$ cat src/rtl/vga_fetch_pkg.sv
// Shared definitions for the VGA framebuffer read agent: SDRAM interface
// widths, controller read latency and the fetch FSM state encoding.
package vga_fetch_pkg;

    localparam int SDRAM_ADDR_W      = 20;
    localparam int SDRAM_DATA_W      = 16;
    localparam int CTRL_READ_LATENCY = 4;

    typedef enum logic [1:0] {
        IDLE  = 2'd0,
        FETCH = 2'd1,
        DRAIN = 2'd2
    } fetch_state_t;

endpackage

$ cat src/rtl/vga_line_fetch_fifo.sv
// First-word-fall-through synchronous FIFO. The head word is visible on dout
// in the same cycle empty falls; dout reads as zero while empty so no stale
// word is ever presented downstream. flush empties the FIFO in one cycle.
module sync_fifo_fwft #(
    parameter int WIDTH = 16,
    parameter int DEPTH = 64
) (
    input  logic                     clk,
    input  logic                     reset,
    input  logic                     push,
    input  logic [WIDTH-1:0]         din,
    input  logic                     pop,
    input  logic                     flush,
    output logic [WIDTH-1:0]         dout,
    output logic                     empty,
    output logic [$clog2(DEPTH):0]   count
);

    localparam int AW = $clog2(DEPTH);
    localparam logic [AW:0] FULL_COUNT = (AW + 1)'(DEPTH);

    logic [WIDTH-1:0] mem [DEPTH];
    logic [AW-1:0]    wr_ptr;
    logic [AW-1:0]    rd_ptr;
    logic [AW:0]      count_q;
    logic             do_push;
    logic             do_pop;

    assign empty   = (count_q == '0);
    assign count   = count_q;
    assign do_push = push & (count_q != FULL_COUNT);
    assign do_pop  = pop & ~empty;
    assign dout    = empty ? '0 : mem[rd_ptr];

    // Storage write port.
    // NOTE: the data array has no reset; only pointers and count define validity.
    always_ff @(posedge clk) begin
        if (do_push) begin
            mem[wr_ptr] <= din;
        end
    end

    // Pointer and occupancy bookkeeping; flush discards everything at once.
    // NOTE: sequential state uses non-blocking assignments so all registers update together.
    always_ff @(posedge clk) begin
        if (reset || flush) begin
            wr_ptr  <= '0;
            rd_ptr  <= '0;
            count_q <= '0;
        end else begin
            if (do_push) wr_ptr <= wr_ptr + 1'b1;
            if (do_pop)  rd_ptr <= rd_ptr + 1'b1;
            case ({do_push, do_pop})
                2'b10:   count_q <= count_q + 1'b1;
                2'b01:   count_q <= count_q - 1'b1;
                default: count_q <= count_q;
            endcase
        end
    end

endmodule

$ cat src/rtl/vga_line_fetch.sv
// Framebuffer read agent: walks the frame region one word at a time, issues
// reads to the SDRAM controller under credit control, buffers the returned
// words and streams them to the pixel pipeline.
module vga_line_fetch
    import vga_fetch_pkg::*;
#(
    parameter int                      FIFO_DEPTH  = 64,
    parameter logic [SDRAM_ADDR_W-1:0] BASE_ADDR   = 20'h00000,
    parameter int                      FRAME_WORDS = 307200,
    parameter int                      DRAIN_CYC   = CTRL_READ_LATENCY + 2
) (
    input  logic                          clk,
    input  logic                          reset,
    input  logic                          enable,
    input  logic                          frame_sync,
    output logic                          RdReq,
    input  logic                          RdGnt,
    output logic [SDRAM_ADDR_W-1:0]       RdAddr,
    input  logic [SDRAM_DATA_W-1:0]       RdData,
    input  logic                          RdDataValid,
    output logic [SDRAM_DATA_W-1:0]       pix_data,
    output logic                          pix_valid,
    input  logic                          pix_ready,
    output logic                          underflow,
    output logic [$clog2(FIFO_DEPTH):0]   fifo_level
);

    localparam int LW = $clog2(FIFO_DEPTH) + 1;
    localparam int TW = (DRAIN_CYC > 0) ? $clog2(DRAIN_CYC + 1) : 1;
    localparam logic [LW-1:0]           DEPTH_L   = LW'(FIFO_DEPTH);
    localparam logic [SDRAM_ADDR_W-1:0] LAST_WORD = SDRAM_ADDR_W'(FRAME_WORDS - 1);

    fetch_state_t            state_q, state_d;
    logic [SDRAM_ADDR_W-1:0] addr_q;
    logic [SDRAM_ADDR_W-1:0] word_cnt_q;
    logic [LW-1:0]           inflight_q;
    logic [LW-1:0]           credits;
    logic [TW-1:0]           drain_timer_q;
    logic                    drain_by_timer_q;
    logic                    underflow_q;
    logic                    rd_req;
    logic                    gnt;
    logic                    ret;
    logic                    push;
    logic                    flush;
    logic                    fifo_empty;

    // Credits count free FIFO slots not already promised to reads in flight.
    assign credits = DEPTH_L - fifo_level - inflight_q;
    assign rd_req  = (state_q == FETCH) & enable & (credits != '0);
    assign gnt     = RdGnt & rd_req;
    assign ret     = RdDataValid & (inflight_q != '0);
    assign push    = ret & (state_q == FETCH) & ~frame_sync;

    assign RdReq     = rd_req;
    assign RdAddr    = addr_q;
    assign pix_valid = ~fifo_empty;
    assign underflow = underflow_q;

    // Next-state logic; the FIFO flush fires on the cycle DRAIN is left.
    // NOTE: every always_comb output gets a default first so no latch is inferred.
    always_comb begin
        state_d = state_q;
        flush   = 1'b0;
        case (state_q)
            IDLE: begin
                if (frame_sync)  state_d = DRAIN;
                else if (enable) state_d = FETCH;
            end
            FETCH: begin
                if (frame_sync)                        state_d = DRAIN;
                else if (!enable && inflight_q == '0)  state_d = IDLE;
            end
            DRAIN: begin
                if (!frame_sync && (drain_by_timer_q ? (drain_timer_q == '0)
                                                     : (inflight_q == '0))) begin
                    flush   = 1'b1;
                    state_d = enable ? FETCH : IDLE;
                end
            end
            default: state_d = DRAIN;
        endcase
    end

    // State register.
    always_ff @(posedge clk) begin
        if (reset) state_q <= DRAIN;
        else       state_q <= state_d;
    end

    // Reads granted but not yet returned (or discarded while draining).
    always_ff @(posedge clk) begin
        if (reset) begin
            inflight_q <= '0;
        end else begin
            case ({gnt, ret})
                2'b10:   inflight_q <= inflight_q + 1'b1;
                2'b01:   inflight_q <= inflight_q - 1'b1;
                default: inflight_q <= inflight_q;
            endcase
        end
    end

    // After reset the drain is timed; a frame_sync switches it to waiting on inflight.
    always_ff @(posedge clk) begin
        if (reset) begin
            drain_timer_q    <= TW'(DRAIN_CYC);
            drain_by_timer_q <= 1'b1;
        end else if (frame_sync) begin
            drain_by_timer_q <= 1'b0;
        end else if (state_q == DRAIN && drain_by_timer_q && drain_timer_q != '0) begin
            drain_timer_q <= drain_timer_q - 1'b1;
        end
    end

    // Address generator: advances on each grant and wraps at the end of the frame.
    always_ff @(posedge clk) begin
        if (reset || frame_sync) begin
            addr_q     <= BASE_ADDR;
            word_cnt_q <= '0;
        end else if (gnt) begin
            if (word_cnt_q == LAST_WORD) begin
                addr_q     <= BASE_ADDR;
                word_cnt_q <= '0;
            end else begin
                addr_q     <= addr_q + 1'b1;
                word_cnt_q <= word_cnt_q + 1'b1;
            end
        end
    end

    // Sticky underflow: consumer asked for a pixel while fetching with nothing buffered.
    always_ff @(posedge clk) begin
        if (reset || frame_sync) begin
            underflow_q <= 1'b0;
        end else if (state_q == FETCH && pix_ready && fifo_empty) begin
            underflow_q <= 1'b1;
        end
    end

    sync_fifo_fwft #(
        .WIDTH (SDRAM_DATA_W),
        .DEPTH (FIFO_DEPTH)
    ) u_fifo (
        .clk   (clk),
        .reset (reset),
        .push  (push),
        .din   (RdData),
        .pop   (pix_ready),
        .flush (flush),
        .dout  (pix_data),
        .empty (fifo_empty),
        .count (fifo_level)
    );

endmodule

$ cat config.mk
export PLATFORM = sky130hd
export DESIGN_NAME = vga_line_fetch
export DESIGN_NICKNAME = d
export VERILOG_FILES = /design/src/rtl/vga_fetch_pkg.sv /design/src/rtl/vga_line_fetch_fifo.sv /design/src/rtl/vga_line_fetch.sv
export SDC_FILE = /design/constraint.sdc
export NUM_CORES = 1
export LEC_CHECK = 0
export ABC_AREA = 1
export BUFFER_PORTS_ARGS = -buffer_cell sky130_fd_sc_hd__buf_4
export CAP_MARGIN = 20
export CELL_PAD_IN_SITES_DETAIL_PLACEMENT = 1
export CELL_PAD_IN_SITES_GLOBAL_PLACEMENT = 1
export CORE_UTILIZATION = 33
export DETAILED_ROUTE_END_ITERATION = 8
export PLACE_DENSITY = 0.63
export SLEW_MARGIN = 20
export SYNTH_ARGS = -nofsm -noshare
export SYNTH_HDL_FRONTEND = slang
export SYNTH_SLANG_ARGS = --single-unit
export TNS_END_PERCENT = 100
$ cat constraint.sdc
create_clock -name clk -period 4.48 [get_ports clk]
set_input_delay 0.448 -clock clk [delete_from_list [all_inputs] [get_ports clk]]
set_output_delay 0.448 -clock clk [all_outputs]
set_load 0.03 [all_outputs]
Yosys cells after proc, flatten, opt, wreduce, memory -nomap -nowiden
Memories as Yosys holds them, arrays and structs flattened. A register that Yosys moved wholly into a read port is not among the register bits. Index checks and enable logic that the tools add are counted.

Flip-flop bits (word level): 73. RAM bits: 1024. Output and inout port bits: 46. Word-level logic and storage cells: 83. Memories kept: 1.

Memory list: u_fifo.mem (depth 64, bits a word 16, rd ports 1, clocked after Yosys merged registers in 1, wr ports 1, RTL line vga_line_fetch_fifo.sv:22) `logic [WIDTH-1:0] mem [DEPTH];`.

$add $sub $neg: 11. Equality and inequality tests: 11. Multiplexer cells: 19. Bitwise operators: 10. Reductions and logical operators: 21.

Operators by type and width (number): adder 20 x 1 -> 20 bit, second input constant (2); 2-to-1 mux 20 bit (2); one-hot mux 7 bit (2 select lines) (2); equality test 20 x 19 -> 1 bit, second input constant (1); 2-to-1 mux 16 bit (1); adder 7 x 1 -> 7 bit, second input constant (2); zero test 7 bit (2); nonzero test 7 bit (2); subtractor 7 x 1 -> 7 bit, second input constant (2); adder 6 x 1 -> 6 bit, second input constant (2); 2-to-1 mux 6 bit (2); 2-to-1 mux 2 bit (5); bitwise AND 1 bit (8); != test 7 bit, second input constant (1); subtractor 7 bit (1); subtractor 7 bit, first input constant (1); equality test 2 x 1 -> 1 bit, second input constant (3); equality test 2 bit, second input constant (3); logical AND 1 bit (6); 2-to-1 mux 1 bit (6); one-hot mux 2 bit (3 select lines) (1); nonzero test 2 bit (2); zero test 3 bit (1); != test 3 x 2 -> 1 bit, second input constant (1); other kinds (10) (13).

Depth between registers and ports, before layout
Gate-level depths: netlist of run 1.

Depth after elaboration: 7. Gate-level depth with buffers: 25. Gate-level depth less buffers: 23.

By module
Synthesis of run 1 repeated with hierarchy kept, for this count alone.

Cell total of the unflattened synthesis: 3892. Area, all modules: 45951.6 um2.

Modules (own cells, without submodules): sync_fifo_fwft (times used 1, cells an instance 3240, area an instance 41895.2 um2); vga_line_fetch (times used 1, cells an instance 652, area an instance 4056.4 um2).

Least setup slack after synthesis of run 1
OpenSTA, ideal clock, no wires.

Path kind: reg-to-reg. Start: reg u_fifo.count_q[1], in the netlist u_fifo.count[1]. End: reg inflight_q[5]. Setup time: 0.115 ns. Data arrival time: 3.717 ns. Data required time: 4.365 ns. Path slack: 0.648 ns. Stages on the path, launching flop included: 26. Path buffers: 2. Path through: dfxtp_1 > ha_1 > inv_1 > ha_1 > inv_1 > fa_1 > nand3b_1 > nand2_1 > nand2_1 > nand2_1 > nor2_4 > nand2_4 > nand3_4 > buf_6 > buf_6 > ha_1 > ha_1 > nand3_1 > nand3_1 > nand2_1 > nand2_1 > a21o_1 > nand2_1 > nand2_1 > o21ai_0 > inv_1.

Cells in the longest elaborated chain, start to end: 7. Elaborated cells between the ends (all ways): 9. Classes of those cells: add/sub: 2; eq/ne: 2; mux: 1; bitwise: 2; reduce/logical: 2.

Ends and longest elaborated chain: from (decl) (RTL line vga_line_fetch_fifo.sv:25) `logic [AW:0] count_q;`; from (signal assigned) (RTL line vga_line_fetch_fifo.sv:54) `2'b10: count_q <= count_q + 1'b1;`; from (signal assigned) (RTL line vga_line_fetch_fifo.sv:55) `2'b01: count_q <= count_q - 1'b1;`; from (signal assigned) (RTL line vga_line_fetch_fifo.sv:56) `default: count_q <= count_q;`; subtractor 7 bit * (2 in series) (RTL line vga_line_fetch.sv:49) `assign credits = DEPTH_L - fifo_level - inflight_q;`; nonzero test 7 bit * (RTL line vga_line_fetch.sv:50) `assign rd_req = (state_q == FETCH) & enable & (credits != '0);`; bitwise AND 1 bit * (RTL line vga_line_fetch.sv:50); bitwise AND 1 bit * (RTL line vga_line_fetch.sv:51) `assign gnt = RdGnt & rd_req;`; equality test 2 x 1 -> 1 bit or equality test 2 bit (tied branches) (RTL line vga_line_fetch.sv:96) `case ({gnt, ret})`; one-hot mux 7 bit (2 select lines) or nonzero test 2 bit (tied branches); to (signal assigned) (RTL line vga_line_fetch.sv:97) `2'b10: inflight_q <= inflight_q + 1'b1;`; to (signal assigned) (RTL line vga_line_fetch.sv:98) `2'b01: inflight_q <= inflight_q - 1'b1;`; to (signal assigned) (RTL line vga_line_fetch.sv:99) `default: inflight_q <= inflight_q;`; to (decl) (RTL line vga_line_fetch.sv:36) `logic [LW-1:0] inflight_q;`.

Mark *: on every way between the ends. The rest lies on a longest branch, timed or not. A chain may end at the register's enable or synchronous reset.

==> impl_metrics.csv, run 1 <==
group,metric,value,unit
placement,dp.cells,6125,
timing,rsz0062_at_grt,"no",
clock_network,cts_setup_buffers,0,
clock_network,clock_latency,750,ps
global_routing,grt_pass1_wl,209000,um
global_routing,grt_max_degree,157,
worst_setup_path,slowest_stage,"dfxtp_4",
clock_network,cts-buffers-inserted,117,
logic_synthesis,syn_inst,4317,
final_layout,multiInputGateArea,12700,um2
final_layout,synthToLayoutAreaGrowth,14.1,%
routing,routed_wl,139000,um
worst_setup_path,critical_path_class,"register to output port",
routing,drc_errors,0,
timing,holdWs,164,ps
clock_network,clockBufferDepth,3,
worst_setup_path,cp_max_fo,132,
timing,setup_violations,0,
pwr,p_leak,19.3,nW
placement,dp_hpwl,78300,um
placement,gp_congestion,0.811,
routing,drt_pass1_iterations,5,
timing,relSlewSlack,0.357,
global_routing,grt_pass1_vias,32600,
worst_setup_path,worstPathCellList,"buf_12 > nand2_1 > nand3_1 > nand3_1 > nand2_1 > nand2_1 > nand3_1 > nand3_1 > a21oi_1 > buf_4",
clock_network,cts_tree,"yes",
routing,wl_per_cell,22.0,um
floorplan,chipWidth,378,um
final_layout,regArea,32300,um2
routing,vias_per_cell,5.07,
flow_run,cap_violations,0,
final_layout,stdcell_count,6344,
worst_setup_path,worstPathRequired,4030,ps
logic_synthesis,synth_cell_types,43,
floorplan,io_pins,69,
logic_synthesis,synth_nets,4372,
timing,finalWorstPathRequiredPeriod,4250,ps
timing,tightest_slew,961,ps
routing,vias,32200,
timing,drv_slew,0,
logic_synthesis,async_flop_share,0,
logic_synthesis,ys_top_cells_by_area,"edfxtp_1 66%, nand2_1 12%, nand3_1 9.7%, dfxtp_1 3.4%, nor2_1 1.4%",
clock_network,cts-root-buf,"clkbuf_16",
logic_synthesis,synth_edf_count,1024,
placement,post-place-ws,485,ps
worst_hold_path,hold_class,"input port to register",
logic_synthesis,yosysTopAreaCell,"edfxtp_1",
worst_setup_path,cp.buffers_inverters,2,
clock_network,cts_hold_buf,3,
placement,numPortBuffers,68,
logic_synthesis,netlist.area_leader.share,0.658,
global_routing,antenna_found_initial,1,
final_layout,fin_area,53300,um2
worst_setup_path,critPathCaptureType,"output port",
status,outcome,"finished clean",
floorplan,start_util,0.334,
worst_setup_path,critPathArrivalTime,3810,ps
routing,final_antenna_net_count,0,
final_layout,antenna_cells,0,
floorplan,die_area,143000,um2
clock_network,clock-sinks,1103,
final_layout,fillers,15300,
worst_setup_path,crit_top_cell,"nand3_1",
routing,drt_iter0_drc,2358,
final_layout,drive_gt1_frac,0.0857,
logic_synthesis,synth_area,46700,um2
floorplan,die_h,378,um
pwr,pwr_density_cell,505,nW/um2
worst_setup_path,cp-start-kind,"register",
timing,finalCritPeriodShare,0.950,
logic_synthesis,ys_seq_elements,1103,
timing,worst_slack,225,ps
timing,skew,28.6,ps
final_layout,fin_nets,4426,
floorplan,core-area,140000,um2
timing,hold_viol,0,
timing,fin_setup_tns,0,ps
clock_network,h-tree-depth,3,
floorplan,rows,137,
global_routing,overflow,0,
logic_synthesis,ys_seq_area_frac,0.692,
timing,fmax,235,MHz
clock_network,ctsResizeCount,0,
clock_network,path_clk_slew,60,ps
logic_synthesis,postSynthAreaPerCell,10.8,um2
worst_setup_path,slowest_delay,700,ps
worst_setup_path,crit_family,"simple AND/OR/NAND/NOR gates",
global_routing,grt.total_usage,0.194,
placement,place_area,49400,um2
logic_synthesis,ys.flop_type,"edfxtp_1",
logic_synthesis,ys_warn_count,0,
pwr,ir_drop,0.334,mV
placed cells by master (no fill, tap or decap), types with 5 or more instances in the layout:
master | Yosys | layout
xor2_1 | 22 | 22
o21ai_0 | 21 | 21
xnor2_1 | 7 | 7
a21oi_1 | 63 | 63
inv_1 | 132 | 130
nor2_2 | 2 | 7
clkinv_2 | 0 | 20
buf_12 | 0 | 17
dfxtp_1 | 79 | 75
nand3b_1 | 5 | 5
nor2_1 | 169 | 164
clkbuf_16 | 0 | 118
bufinv_16 | 0 | 11
edfxtp_1 | 1024 | 1024
buf_4 | 43 | 160
nand2_1 | 1509 | 1509
ha_1 | 29 | 29
nand3_1 | 907 | 907
clkbuf_1 | 82 | 22
clkinv_1 | 0 | 25
nand4_1 | 38 | 38
o21bai_1 | 8 | 8
a21oi_2 | 6 | 6
nor3_1 | 16 | 14
clkbuf_8 | 0 | 8
flip-flops by register name, indices dropped and copies added (netlist names), named ones only:
signal            flops
drain_timer_q         3
underflow             1
u_fifo.count          7
inflight_q            7
RdAddr               20
u_fifo.rd_ptr         6
state_q               2
drain_by_timer_q      1
u_fifo.wr_ptr         6
u_fifo.mem         1024
word_cnt_q           20
worst paths after layout:
kind                              endpoint  slack, ps                           from  cells past startpoint
max reg2reg     inflight_q[5]$_SDFFE_PP0P_        510     inflight_q[1]$_SDFFE_PP0P_                     23
min reg2reg  drain_by_timer_q$_SDFFE_PP1P_        490  drain_by_timer_q$_SDFFE_PP1P_                      2
min                state_q[0]$_SDFFE_PP0P_        160                         enable                      5
max                           pix_data[12]        230                       register                     10
routing by layer:
metal | track usage | up-vias | wire length (um)
met1 | 0.272 | 16400 | 64800
met3 | 0.0216 | 173 | 5650
li1 | - | 15000 | -
met2 | 0.314 | 625 | 65500
met4 | 0.0597 | 2 | 3490
met5 | 0 | - | 14
synthesized netlist by cell type (2+ instances only):
cell	count
nor2_1	169
nor3b_1	3
edfxtp_1	1024
xor2_1	22
nor3_1	16
and2_1	2
nand2_2	3
xnor2_1	7
nand3b_1	5
o21bai_1	8
buf_6	4
inv_2	4
buf_4	43
a21oi_2	6
fa_1	3
buf_2	86
ha_1	29
o21ai_0	21
clkbuf_1	82
nor2_2	2
a21oi_1	63
buf_1	30
nand3_1	907
a31oi_1	4
inv_1	132
nor2_4	2
dfxtp_1	79
nand4_1	38
nand2_1	1509
tightest hold or removal path, cell delays in order:
cell and delay [ps]:
buf_4 70, inv_1 60, nand2_1 70, nand2_1 60, a21oi_1 150
logic make-up after synthesis:
family	after synthesis	share of synthesized area
flops	1103	0.692
xor+xnor	29	0.00544
simple gates	2664	0.244
compound gates	108	0.0128
buf+inv	381	0.0370
fa+ha+maj	32	0.00905
report_power, final:
group / internal (mW) / switching [mW]
Combinational: 1.61 / 4.13
Clock: 5.60 / 4.18
Sequential: 11.3 / 0.102
per-stage QoR:
| step | utilization | power, mW |
|---|---|---|
| 2_1_floorplan | - | 15.5 |
| 3_3_place_gp | 0.353 | 17.2 |
| 3_5_place_dp | 0.353 | 17.4 |
| 4_1_cts | 0.381 | 27.2 |
| 5_1_grt | 0.381 | 28.1 |
| 6_report | 0.381 | 26.9 |
layout make-up:
class                   instances  area share
clock inverters                68      0.0127
well taps                    1876      0.0440
flip-flops and latches       1103       0.607
clock buffers                 148      0.0590
inverters                     136     0.00991
repair buffers                180      0.0295
multi-input cells            2833       0.238
(Power assumes the default switching activity.)
==> run 2, diff against run 1 <==
--- a/config.mk
+++ b/config.mk
@@ -10,9 +10,9 @@
 export CAP_MARGIN = 20
 export CELL_PAD_IN_SITES_DETAIL_PLACEMENT = 1
 export CELL_PAD_IN_SITES_GLOBAL_PLACEMENT = 1
-export CORE_UTILIZATION = 33
+export CORE_UTILIZATION = 40
 export DETAILED_ROUTE_END_ITERATION = 8
-export PLACE_DENSITY = 0.63
+export PLACE_DENSITY = 0.72
 export SLEW_MARGIN = 20
 export SYNTH_ARGS = -nofsm -noshare
 export SYNTH_HDL_FRONTEND = slang
==> run 2 against run 1 <==
Compared with the run above:
- clock-buffer cell count increased by 2
- maximum frequency decreased by 1.1%
- routed wire length increased by 0.52%
- power decreased by 1.9%
- largest power group unchanged
==> impl_metrics.csv, run 2 (synthesis results as in run 1) <==
group,metric,value,unit
final_layout,final_cell_mix,"1509 x nand2_1, 1024 x edfxtp_1, 907 x nand3_1",
clock_network,cts_hold_buf,2,
placement,numPortBuffers,68,
floorplan,io_pins,69,
routing,drt_iter0_drc,2713,
timing,rsz0062_at_grt,"no",
worst_setup_path,critical_path_class,"register to output port",
floorplan,die_area,118000,um2
worst_setup_path,cp-start-kind,"register",
global_routing,grt_pass1_vias,34200,
timing,relSlewSlack,0.265,
clock_network,path_clk_slew,60,ps
worst_setup_path,worstPathRequired,4030,ps
timing,fmax,232,MHz
placement,gp_congestion,0.823,
flow_run,cap_violations,0,
final_layout,largest_register,"u_fifo.mem",
timing,finalWorstPathRequiredPeriod,4300,ps
pwr,pwr_density_cell,501,nW/um2
clock_network,cts_tree,"yes",
clock_network,clock_latency,740,ps
floorplan,chipWidth,344,um
routing,routed_wl,140000,um
worst_setup_path,cp_max_fo,64,
timing,fin_setup_tns,0,ps
timing,tightest_slew,1100,ps
routing,vias_per_cell,5.51,
placement,dp_hpwl,78200,um
timing,setup_violations,0,
pwr,p_leak,19.2,nW
floorplan,core-area,116000,um2
status,outcome,"finished clean",
worst_setup_path,critPathArrivalTime,3850,ps
final_layout,synthToLayoutAreaGrowth,12.8,%
floorplan,die_h,344,um
routing,drc_errors,0,
pwr,p_total,26.4,mW
clock_network,clockBufferDepth,3,
floorplan,rows,125,
worst_hold_path,hold_class,"input port to register",
global_routing,grt_max_degree,159,
routing,vias,33000,
routing,wl_per_cell,23.4,um
timing,finalCritPeriodShare,0.960,
final_layout,fillers,12500,
global_routing,grt_pass1_wl,210000,um
routing,drt_pass1_iterations,7,
clock_network,cts-root-buf,"clkbuf_16",
worst_setup_path,critPathCaptureType,"output port",
global_routing,overflow,0,
pwr,ir_drop,0.352,mV
clock_network,ctsResizeCount,0,
clock_network,cts-buffers-inserted,116,
clock_network,h-tree-depth,3,
timing,drv_slew,0,
final_layout,fin_nets,4424,
global_routing,grt.total_usage,0.235,
floorplan,start_util,0.403,
timing,holdWs,35.5,ps
final_layout,final_common_cell,"nand2_1",
final_layout,largest_register_ffs,1024,
final_layout,drive_gt1_frac,0.0842,
timing,hold_viol,0,
global_routing,antenna_found_initial,3,
timing,skew,39.9,ps
clock_network,cts_setup_buffers,0,
routing,final_antenna_net_count,0,
clock_network,clock-sinks,1103,
## run 2: changes by cell type in the layout (fill, tap and decap cells not counted), moves of 2 or more
cell and delta:
bufinv_16 -6, clkinv_2 -5, clkbuf_1 +4, clkinv_1 +3
clkinv_16 +3, clkinvlp_4 +3, clkbuf_16 -2, clkinv_4 +2
diode_2 +2
## run 2: layer usage
metal	global-route usage	wire (um)
met1	0.303	58300
met2	0.409	70000
met3	0.0314	7930
met4	0.0768	3900
met5	0	25
## run 2: where the power goes
group	leakage (nW)	switching, mW	internal, mW	total, mW
registers	9.84	0.113	11.3	11.4
clock network	1.78	4.15	5.21	9.36
logic	7.55	4.04	1.61	5.65
total	19.2	8.31	18.1	26.4
## run 2: per-stage QoR
| stage | instances | utilization | worst slack, ps | area [um2] |
|---|---|---|---|---|
| 2_1_floorplan | 4317 | - | 648 | 46700 |
| 3_3_place_gp | 5773 | 0.422 | 615 | 49000 |
| 3_5_place_dp | 5773 | 0.422 | 558 | 49000 |
| 4_1_cts | 5991 | 0.454 | 235 | 52700 |
| 5_1_grt | 5991 | 0.454 | 5.03 | 52700 |
| 6_report | 5993 | 0.454 | 178 | 52700 |
## run 2: area by class of cell
cell class / instances / area (um2) / share of cell area
sequential: 1103 / 32300 / 0.614
timing repair buffer: 179 / 1550 / 0.0294
clock inverter: 66 / 577 / 0.0109
clock buffer: 150 / 3110 / 0.0590
antenna: 2 / 5.00 / 0.0000950
multi-input combinational: 2833 / 12700 / 0.241
tap: 1524 / 1910 / 0.0362
inverter: 136 / 528 / 0.0100
## run 2: worst max-delay path, cell delays in order (launching register included)
cell     delay [ps]
dfxtp_4         550
inv_8           450
buf_4           380
nand2_1         100
nand3_1          80
nand3_1         100
nand2_1         120
nand2_1          70
nand3_1         200
nand3_1         260
a21oi_1         470
buf_4           240
## run 2: worst paths after layout
check	from	to	slack, ps	depth (start not counted)
setup / recovery	register	pix_data[12]	180	11
hold reg to reg	drain_by_timer_q$_SDFFE_PP1P_	drain_by_timer_q$_SDFFE_PP1P_	480	2
hold / removal	pix_ready	underflow$_SDFFE_PP0P_	40	3
setup reg to reg	u_fifo.count[1]$_SDFFE_PP0P_	inflight_q[5]$_SDFFE_PP0P_	570	23
